`config.mk`:
```
export PLATFORM = sky130hd
export DESIGN_NAME = pwm_deadtime
export DESIGN_NICKNAME = d
export VERILOG_FILES = /design/src/rtl/pwm_define.sv /design/src/rtl/pwm_deadtime_chnl.sv /design/src/rtl/pwm_deadtime.sv
export SDC_FILE = /design/constraint.sdc
export NUM_CORES = 1
export LEC_CHECK = 0
export BUFFER_PORTS_ARGS = -buffer_cell sky130_fd_sc_hd__buf_2
export CAP_MARGIN = 5
export CORE_MARGIN = 8
export CORE_UTILIZATION = 55
export CTS_CLUSTER_DIAMETER = 150
export DETAILED_ROUTE_END_ITERATION = 8
export GPL_TIMING_DRIVEN = 0
export PLACE_DENSITY = 0.81
export SETUP_SLACK_MARGIN = 0.02
export SLEW_MARGIN = 10
export SYNTH_ARGS = -nofsm -noshare
export SYNTH_HDL_FRONTEND = slang
export SYNTH_SLANG_ARGS = --single-unit
```
`constraint.sdc`:
```
create_clock -name clk_i -period 2.58 [get_ports clk_i]
set_input_delay 0.516 -clock clk_i [delete_from_list [all_inputs] [get_ports clk_i]]
set_output_delay 0.516 -clock clk_i [all_outputs]
set_load 0.05 [all_outputs]
```
`src/rtl/pwm_define.sv`:
```
// pwm_define: shared types and defaults for the PWM blocks
// Contents: DT_WIDTH_DEF (default dead-time counter width), dt_state_e (dead-time FSM states)
package pwm_define;
    localparam int DT_WIDTH_DEF = 8;
    typedef enum logic [2:0] {
        OFF  = 3'd0,
        DB_H = 3'd1,
        ON_H = 3'd2,
        DB_L = 3'd3,
        ON_L = 3'd4
    } dt_state_e;
endpackage

```
`src/rtl/pwm_deadtime_chnl.sv`:
```
// pwm_deadtime_chnl: one channel of dead-time insertion (input register, FSM, dead-band counter)
// Ports: clk_i, rst_n_i (async, active-low), en_i, pwm_i, dt_rise_i, dt_fall_i,
//        pwm_h_o / pwm_l_o (registered gate drives), dt_act_o (in a dead band)
module pwm_deadtime_chnl
    import pwm_define::*;
#(
    parameter int DT_WIDTH = DT_WIDTH_DEF
) (
    input  logic                clk_i,
    input  logic                rst_n_i,
    input  logic                en_i,
    input  logic                pwm_i,
    input  logic [DT_WIDTH-1:0] dt_rise_i,
    input  logic [DT_WIDTH-1:0] dt_fall_i,
    output logic                pwm_h_o,
    output logic                pwm_l_o,
    output logic                dt_act_o
);
    logic                pwm_q;
    dt_state_e           state, state_d;
    logic [DT_WIDTH-1:0] cnt, cnt_d;
    logic                go_h, go_l, in_db;
    assign go_h  = pwm_q && (state inside {OFF, DB_L, ON_L});
    assign go_l  = !pwm_q && (state inside {OFF, DB_H, ON_H});
    assign in_db = state == DB_H || state == DB_L;
    // The band leaves on the edge where cnt reaches 1, so the new side turns on dt edges after entry.
    always_comb begin
        state_d = state;
        cnt_d   = cnt;
        if (!en_i) begin
            state_d = OFF;
            cnt_d   = '0;
        end else if (go_h) begin
            state_d = dt_rise_i == '0 ? ON_H : DB_H;
            cnt_d   = dt_rise_i;
        end else if (go_l) begin
            state_d = dt_fall_i == '0 ? ON_L : DB_L;
            cnt_d   = dt_fall_i;
        end else if (in_db) begin
            state_d = cnt > DT_WIDTH'(1) ? state : (state == DB_H ? ON_H : ON_L);
            cnt_d   = cnt > DT_WIDTH'(1) ? cnt - DT_WIDTH'(1) : '0;
        end
    end
    // Outputs are registered from the next state so the drives are glitch-free flops.
    always_ff @(posedge clk_i or negedge rst_n_i) begin
        if (!rst_n_i) begin
            pwm_q    <= 1'b0;
            state    <= OFF;
            cnt      <= '0;
            pwm_h_o  <= 1'b0;
            pwm_l_o  <= 1'b0;
            dt_act_o <= 1'b0;
        end else begin
            pwm_q    <= pwm_i;
            state    <= state_d;
            cnt      <= cnt_d;
            pwm_h_o  <= state_d == ON_H;
            pwm_l_o  <= state_d == ON_L;
            dt_act_o <= state_d == DB_H || state_d == DB_L;
        end
    end
endmodule

```
`src/rtl/pwm_deadtime.sv`:
```
// pwm_deadtime: complementary gate drives with programmable dead band for CHNL_NUM PWM channels
// Ports: clk_i, rst_n_i (async, active-low), en_i / pwm_i (per channel), dt_rise_i / dt_fall_i (shared),
//        pol_i (only with PWM_DEADTIME_POL_EN: bit 2c inverts high side, 2c+1 low side),
//        pwm_h_o, pwm_l_o, dt_act_o (per channel)
module pwm_deadtime
    import pwm_define::*;
#(
    parameter int CHNL_NUM = 4,
    parameter int DT_WIDTH = DT_WIDTH_DEF
) (
    input  logic                  clk_i,
    input  logic                  rst_n_i,
    input  logic [CHNL_NUM-1:0]   en_i,
    input  logic [CHNL_NUM-1:0]   pwm_i,
    input  logic [DT_WIDTH-1:0]   dt_rise_i,
    input  logic [DT_WIDTH-1:0]   dt_fall_i,
`ifdef PWM_DEADTIME_POL_EN
    input  logic [2*CHNL_NUM-1:0] pol_i,
`endif
    output logic [CHNL_NUM-1:0]   pwm_h_o,
    output logic [CHNL_NUM-1:0]   pwm_l_o,
    output logic [CHNL_NUM-1:0]   dt_act_o
);
    logic [CHNL_NUM-1:0] h, l;
    for (genvar c = 0; c < CHNL_NUM; c++) begin : g_chnl
        pwm_deadtime_chnl #(.DT_WIDTH(DT_WIDTH)) u_chnl (
            .clk_i    (clk_i),
            .rst_n_i  (rst_n_i),
            .en_i     (en_i[c]),
            .pwm_i    (pwm_i[c]),
            .dt_rise_i(dt_rise_i),
            .dt_fall_i(dt_fall_i),
            .pwm_h_o  (h[c]),
            .pwm_l_o  (l[c]),
            .dt_act_o (dt_act_o[c])
        );
`ifdef PWM_DEADTIME_POL_EN
        // Polarity is applied after the flops so it adds no latency.
        assign pwm_h_o[c] = h[c] ^ pol_i[2*c];
        assign pwm_l_o[c] = l[c] ^ pol_i[2*c+1];
`else
        assign pwm_h_o[c] = h[c];
        assign pwm_l_o[c] = l[c];
`endif
    end
endmodule

```
; ---- Yosys cells after proc, flatten, opt, wreduce, memory -nomap -nowiden
; Cells that the tools add are included.
[classes]
n_eq_ne = 36
n_mul = 0
n_div = 0
reduce_logical = 34
addsub = 4
n_mux = 46
n_bitwise = 0
shift = 0
order_cmp = 4
[ops]
columns = cell, count
row1 = 8-bit two-way mux, 20
row2 = 3-bit two-way mux, 25
row3 = "3-bit by 2-bit equality test with 1-bit output, second input constant", 16
row4 = "8-bit by 1-bit > comparator with 1-bit output, second input constant", 4
row5 = "8-bit by 1-bit subtractor with 8-bit output, second input constant", 4
row6 = "3-bit by 1-bit equality test with 1-bit output, second input constant", 8
row7 = "3-bit equality test, second input constant", 8
row8 = 3-bit nonzero test, 8
row9 = 8-bit zero test, 2
row10 = "4-bit by 1-bit != test with 1-bit output, second input constant", 4
row11 = 3-bit zero test, 4
row12 = 1-bit logical AND, 8
row13 = 1-bit logical OR, 8
row14 = 1-bit zero test, 4
row15 = 2-bit two-way mux, 1
[totals]
latchBits = 0
romBits = 0
register_bits = 60
ram_bits = 0
memories = 0
wordCells = 148

; ---- Logic depth before layout (Yosys ltp)
; Gate-level depths: netlist of run 1.
[logic_depth]
depth_word = 9
ltp_mapped = 8
ltp_nobuf = 7

; ---- Hierarchy
; A second synthesis of run 1 with hierarchy kept.
[unflattened]
hier_cells = 463
hier_area_um2 = 4252.8
[modules_own_cells]
columns = module, n_inst, area_per_inst_um2, cells_each
row1 = pwm_deadtime_chnl (g_chnl[1].u_chnl ...), 3, 1088.5, 118
row2 = pwm_deadtime_chnl (g_chnl[0].u_chnl), 1, 987.2, 109

; ---- Least setup slack after synthesis of run 1
; No wires, ideal clock.
[synth_timing]
path_kind = register to register
startpoint = register g_chnl[2].u_chnl.cnt[4]
endpoint = register g_chnl[2].u_chnl.cnt[0]
setup_time_ps = 139
stages_incl_launch_ff = 8
path_slack_ps = 455
arrival_ps = 1986
path_cell_list = dfrtp_1 > or4_1 > clkbuf_1 > or3_1 > and2_1 > buf_6 > a221oi_1 > o31ai_1
[synth_between]
elab_chain_len = 6
[synth_rtl]
columns = item, line_no
row1 = from (decl), pwm_deadtime_chnl.sv:21  ; logic [DT_WIDTH-1:0] cnt, cnt_d;
row2 = from (signal assigned), pwm_deadtime_chnl.sv:56  ; cnt <= cnt_d;
row3 = 8-bit by 1-bit > comparator with 1-bit output, pwm_deadtime_chnl.sv:41  ; cnt_d = cnt > DT_WIDTH'(1) ? cnt - DT_WIDTH'(1) : '0;
row4 = 8-bit two-way mux, pwm_deadtime_chnl.sv:41
row5 = 8-bit two-way mux, pwm_deadtime_chnl.sv:39  ; end else if (in_db) begin
row6 = 8-bit two-way mux, pwm_deadtime_chnl.sv:36  ; end else if (go_l) begin
row7 = 8-bit two-way mux, pwm_deadtime_chnl.sv:33  ; end else if (go_h) begin
row8 = 8-bit two-way mux, pwm_deadtime_chnl.sv:30  ; if (!en_i) begin
; No other way between the ends. The select of a mux whose other input is x is not followed.
; A chain may end at the register's enable or synchronous reset.

; ---- Final worst setup path of run 1
[layout_timing]
startpoint = input port dt_fall_i[1]
endpoint = register g_chnl[1].u_chnl.pwm_h_o
[layout_between]
elab_chain_len = 6
[layout_rtl]
columns = item, line_no
row1 = from (decl), pwm_deadtime.sv:16  ; input logic [DT_WIDTH-1:0] dt_fall_i,
row2 = 8-bit zero test, pwm_deadtime_chnl.sv:37  ; state_d = dt_fall_i == '0 ? ON_L : DB_L;
row3 = 3-bit two-way mux, pwm_deadtime_chnl.sv:37
row4 = 3-bit two-way mux, pwm_deadtime_chnl.sv:36
row5 = 3-bit two-way mux, pwm_deadtime_chnl.sv:33
row6 = 3-bit two-way mux, pwm_deadtime_chnl.sv:30
row7 = 3-bit by 2-bit equality test with 1-bit output, pwm_deadtime_chnl.sv:57  ; pwm_h_o <= state_d == ON_H;
row8 = to (signal assigned), pwm_deadtime_chnl.sv:50  ; pwm_h_o <= 1'b0;
row9 = to (signal assigned), pwm_deadtime_chnl.sv:57
row10 = to (decl), pwm_deadtime_chnl.sv:15  ; output logic pwm_h_o,
; No other way between the ends.

==> results of run 1 <==
[final timing paths]
path                                                  to  slack (ps)  depth (start not counted)
min in group clk_i                g_chnl[3].u_chnl.pwm_q         280                          1
worst min register to register   g_chnl[0].u_chnl.cnt[5]         530                          2
worst min-delay path              g_chnl[0].u_chnl.pwm_q         240                          1
max in group asynchronous       g_chnl[3].u_chnl.pwm_l_o        1810                          1
worst max register to register   g_chnl[1].u_chnl.cnt[5]         180                          7
worst max-delay path            g_chnl[1].u_chnl.pwm_h_o          50                          6
[layout by cell type, fill, tap and decap left out, types with 13 or more instances in the layout]
cell type,instances
nor2_1,30
buf_2,35
clkbuf_8,14
inv_1,24
nand2_1,44
o21ai_0,33
a221oi_1,25
xor2_1,13
dfrtp_1,60
clkbuf_1,19
o31ai_1,21
buf_4,13
[synth_stat cells, types with 6 or more instances]
master | number | share of area [%]
nand2_1 | 44 | 4.0
nand2b_1 | 9 | 1.4
xor2_1 | 13 | 2.8
inv_1 | 24 | 2.2
nor4_1 | 11 | 1.7
ha_1 | 8 | 2.4
a221oi_1 | 25 | 5.4
nor2_1 | 30 | 2.8
o21ai_0 | 33 | 4.0
o211ai_1 | 11 | 2.0
o21a_1 | 7 | 1.3
o31ai_1 | 21 | 3.9
buf_4 | 12 | 2.2
a211oi_1 | 6 | 1.1
clkbuf_1 | 18 | 1.7
a21oi_1 | 11 | 1.3
dfrtp_1 | 60 | 37
[stage by stage]
step           util (%)  setup TNS [ps]  hold slack, ps
3_3_place_gp       60.9            -760             503
5_1_grt            63.8               0             259
3_5_place_dp       60.9            -592             520
6_report           63.8               0             237
2_1_floorplan         -               0             220
4_1_cts            63.7               0             263
[sequential cells by signal, summed over array words and instances, names as in the netlist]
| name | cells |
|---|---|
| g_chnl.u_chnl.state | 12 |
| g_chnl.u_chnl.pwm_l_o | 4 |
| g_chnl.u_chnl.cnt | 32 |
| g_chnl.u_chnl.pwm_h_o | 4 |
| g_chnl.u_chnl.dt_act_o | 4 |
| g_chnl.u_chnl.pwm_q | 4 |
[power by group]
part / switching (mW) / internal [mW]
Clock: 0.390 / 0.496
Sequential: 0.206 / 1.11
Combinational: 0.859 / 0.586
Total: 1.46 / 2.19
[per-layer routing]
metal / routed length, um / GRT usage [%] / vias to the layer above / share of wire [%]
li1: - / - / 1840 / -
met1: 4660 / 27.8 / 1966 / 40
met2: 5460 / 36.8 / 224 / 47
met3: 1140 / 7.43 / 41 / 9.8
met4: 305 / 7.56 / 0 / 2.6
met5: 0 / 0 / - / 0
[area by class of cell]
cell class | instances | area [um^2] | area share (%)
Inverter | 24 | 90.1 | 1.96
Timing Repair Buffer | 36 | 183 | 3.97
Buffer | 37 | 221 | 4.81
Multi-Input combinational cell | 342 | 2280 | 49.6
Clock buffer | 12 | 155 | 3.37
Tap cell | 99 | 124 | 2.69
Sequential cell | 60 | 1500 | 32.6
Clock inverter | 4 | 47.5 | 1.03
[logic make-up (layout without fill, tap and decap cells)]
group / count (synthesis) / count (layout) / share of synthesized area [%]
AOI/OAI and AO/OA: 165 / 165 / 29.1
xor gates and xnor gates: 16 / 16 / 3.43
and+or+nand+nor: 149 / 149 / 19.7
adders and majority gates: 8 / 8 / 2.45
muxes: 4 / 4 / 0.979
buffers and inverters: 61 / 113 / 7.62
DFF: 60 / 60 / 36.7
==> impl_metrics.yaml, run 1 <==
timing:
  setup_viol: 0
  finalCritPeriodShare_pct: 97.9
  slew_viol_final: 0
  rsz0062_at_grt: "false"
  slew_headroom_pct: 21.9
  fin_skew_ps: 10.9
  tightest_slew_ps: 1160
  hold_viol: 0
  fmax_ghz: 0.396
  period_minus_slack_ps: 2530
  final.setup.worst_slack_ps: 53.9
drt:
  postRouteWirelength_mm: 11.6
  wire_per_inst_um: 18.8
  vias: 4071
  via_per_inst: 6.63
  drtIter0Drc: 334
  ant_nets: 0
  drt_first_pass_iters: 5
  route.detailed.drc: 0
power_and_ir_drop:
  irDropWorstVdd_v: 0.000472
  powerDensity_nw_per_um2: 792
  leakagePower_nw: 2.01
  finalPower_mw: 3.65
global_routing:
  gr-usage-all-layers_pct: 22.7
  antenna_found_initial: 0
  grt_pass1_vias: 3812
  gr-total-overflow: 0
  grt_max_degree: 61
  grt_pass1_wl_mm: 18.7
cts:
  holdBufCountCts: 0
  clockBufferDepth: 2
  clock_sinks: 60
  cts_resized: 0
  cts_made_buffers: 9
  postCtsSetupRepairBufs: 0
  root_buffer: "clkbuf_8"
  cts_tree: "yes"
  h-tree-depth: 3
  insertion_delay_ps: 340
  clk_pin_slew_ps: 70
die:
  io_pins: 38
  rows: 31
  start_util_pct: 56.7
  die_y_um: 102
  die_area_um2: 10400
  dieWidth_um: 102
  fp.coreArea_um2: 7210
worst_setup_path:
  critical_path.max_stage_delay_ps: 880
  path_buf_inv: 1
  cpMaxStageDelayCell: "nor4_2"
  critPathTopFamily: "simple AND/OR/NAND/NOR gates"
  crit_required_ps: 2830
  cp-startpoint: "dt_fall_i[1]"
  cp.arrival_ps: 2770
  cp_cell_sequence: "buf_2 -> nor4_2 -> a221oi_1 -> or4b_1 -> a21o_1 -> nor3b_1"
  worstPathMaxFanout: 7
  rr_startpoint: "g_chnl[1].u_chnl.cnt[0]"
  path_class: "input port to register"
  startpoint_type: "input port"
  endpoint_kind: "register"
hold_path:
  hold_class: "input port to async pin"
layout:
  antennaDiodeCount: 0
  syn2layout_area_growth_pct: 12.6
  design_area_um2: 4600
  nFillCells: 639
  final_cells: 614
  drive_above_1_share_pct: 16.1
  nNetsFinal: 544
placed_design:
  placed_cell_area_um2: 4400
  gp_congestion: 0.959
  placed_cells: 598
  post-place-ws_ps: -173
  port_buffers: 36
  dp_hpwl_mm: 7.80
yosys:
  syn_inst: 463
  synthArstFlopShare_pct: 100
  synth_fp_nets: 497
  netlist_area_um2: 4090
  synth-seq-cells: 60
  ys_types: 63
  ys.flop_type: "dfrtp_1"
  avgSynthCellArea_um2: 8.83
  synth_edf_count: 0
  ys_warn_count: 0
  synth_seq_area_share_pct: 36.7
status:
  outcome: "finished, final reports clean"
job:
  cap_violations: 0
Note: power is estimated with default switching activity, not from simulation.
==> run 2, diff against run 1 <==
- MAX_ROUTING_LAYER: default -> met4
==> run 2 against run 1 <==
  * Cell count shrank 0.16%
  * Hold slack got worse by 19 ps
  * Clock-buffer cell count increased by 2
  * Global-route usage grew 0.84 points
  * Largest power group unchanged
==> impl_metrics.yaml, run 2 (same netlist as run 1, synthesis figures left out) <==
drt:
  drtIter0Drc: 312
  via_per_inst: 6.55
  route.detailed.drc: 0
  drt_first_pass_iters: 5
  ant_nets: 0
  vias: 4016
  postRouteWirelength_mm: 11.6
  wire_per_inst_um: 18.9
timing:
  fmax_ghz: 0.399
  finalCritPeriodShare_pct: 97.2
  hold_viol: 0
  slew_viol_final: 0
  rsz0062_at_grt: "false"
  period_minus_slack_ps: 2510
  tightest_slew_ps: 1160
  slew_headroom_pct: 22.5
  fin_skew_ps: 7.61
  setup_viol: 0
layout:
  layout_commonest_cell: "dfrtp_1"
  final_cell_mix: "60 x dfrtp_1, 44 x nand2_1, 35 x buf_2"
  antennaDiodeCount: 0
  drive_above_1_share_pct: 15.8
  top_regs: "g_chnl.u_chnl.cnt (32), g_chnl.u_chnl.state (12)"
  nNetsFinal: 544
  syn2layout_area_growth_pct: 12.6
  largest_reg_flops: 32
  regMostFlops: "g_chnl.u_chnl.cnt"
  final_cells: 613
power_and_ir_drop:
  leakagePower_nw: 2.01
  swShare_pct: 39.4
  pwr-share-seq_pct: 35.9
  power.internal_mw: 2.22
  p_comb_share_pct: 39.8
  powerDensity_nw_per_um2: 795
  finalPower_mw: 3.66
  irDropWorstVdd_v: 0.000362
  clkPwrFrac_pct: 24.3
  p_switching_mw: 1.44
placed_design:
  dp_hpwl_mm: 7.78
  port_buffers: 36
  gp_congestion: 0.996
  placed_cells: 598
status:
  outcome: "finished, final reports clean"
global_routing:
  grt_pass1_wl_mm: 18.8
  gr-usage-met1_pct: 29.7
  grt_max_degree: 61
  grt_util_met2_pct: 35.8
  grt.busiest_layer: "met2"
  antenna_found_initial: 0
  grtUsageMet3_pct: 4.90
  grt_pass1_vias: 3732
  gr-total-overflow: 0
  gr-usage-all-layers_pct: 23.6
cts:
  clk_pin_slew_ps: 70
  insertion_delay_ps: 350
  holdBufCountCts: 0
  root_buffer: "clkbuf_8"
  clockBufferDepth: 2
  h-tree-depth: 3
  clock_sinks: 60
  cts_tree: "yes"
  cts_made_buffers: 9
  postCtsSetupRepairBufs: 0
worst_setup_path:
  endpoint_kind: "register"
  ff2ff_path_depth: 7
  startpoint_type: "input port"
  worstPathMaxFanout: 7
  cp.arrival_ps: 2750
  path_class: "input port to register"
  crit_required_ps: 2830
die:
  die_area_um2: 10400
  die_y_um: 102
  start_util_pct: 56.7
  fp.coreArea_um2: 7210
  io_pins: 38
  dieWidth_um: 102
  rows: 31
job:
  cap_violations: 0
hold_path:
  hold_class: "input port to async pin"
## run 2: path summary, 6_finish.rpt
check,startpoint,end,slack (ps)
min reg2reg,g_chnl[0].u_chnl.cnt[7],g_chnl[0].u_chnl.cnt[7],520
max in group asynchronous,rst_n_i,g_chnl[1].u_chnl.cnt[2],1820
min,rst_n_i,g_chnl[0].u_chnl.pwm_q,220
max reg2reg,g_chnl[1].u_chnl.cnt[0],g_chnl[1].u_chnl.cnt[5],190
min in group clk_i,pwm_i[0],g_chnl[0].u_chnl.pwm_q,270
max,dt_fall_i[1],g_chnl[1].u_chnl.pwm_h_o,70
## run 2: power groups by stage
stage                     Clock [mW]  Combinational (mW)  Sequential (mW)
after floorplan                    0                1.12             1.27
after global placement             0                1.38             1.31
after detailed placement           0                1.42             1.32
after CTS                      0.894                1.43             1.30
after global routing           0.938                1.59             1.34
final                          0.887                1.46             1.31
## run 2: routing by layer
| layer | vias to the layer above | wire length, um |
|---|---|---|
| li1 | 1841 | - |
| met1 | 1933 | 4710 |
| met2 | 211 | 5430 |
| met3 | 31 | 1080 |
| met4 | 0 | 357 |
| met5 | - | 0 |
## run 2: cell type report
type,instances,area (um^2)
inverters,24,90.1
plain buffers,37,221
flip-flops and latches,60,1500
fillers,638,2610
well taps,99,124
clock buffers,14,173
multi-input cells,342,2280
clock inverters,1,30.0
repair buffers,36,183
## run 2: critical path, stage by stage
cell	delay, ps
buf_2	170
nor4_2	830
a221oi_1	220
or4b_1	600
a21o_1	200
nor3b_1	210
## run 2: per-stage QoR
stage	setup WS [ps]	instance area, um^2	hold WS [ps]	util, %	setup TNS (ps)
global route	52.2	4600	263	63.8	0
floorplan	455	4090	220	-	0
global placement	-199	4390	504	60.9	-793
detailed placement	-202	4400	515	60.9	-750
CTS	142	4600	263	63.7	0
finish	72.5	4600	218	63.8	0
## run 2: what timing repair did
item | in CTS | in global routing
endpoints found under the hold margin | 0 | 0
gates resized for setup | 0 | 1
endpoints found under the setup margin | 0 | 1
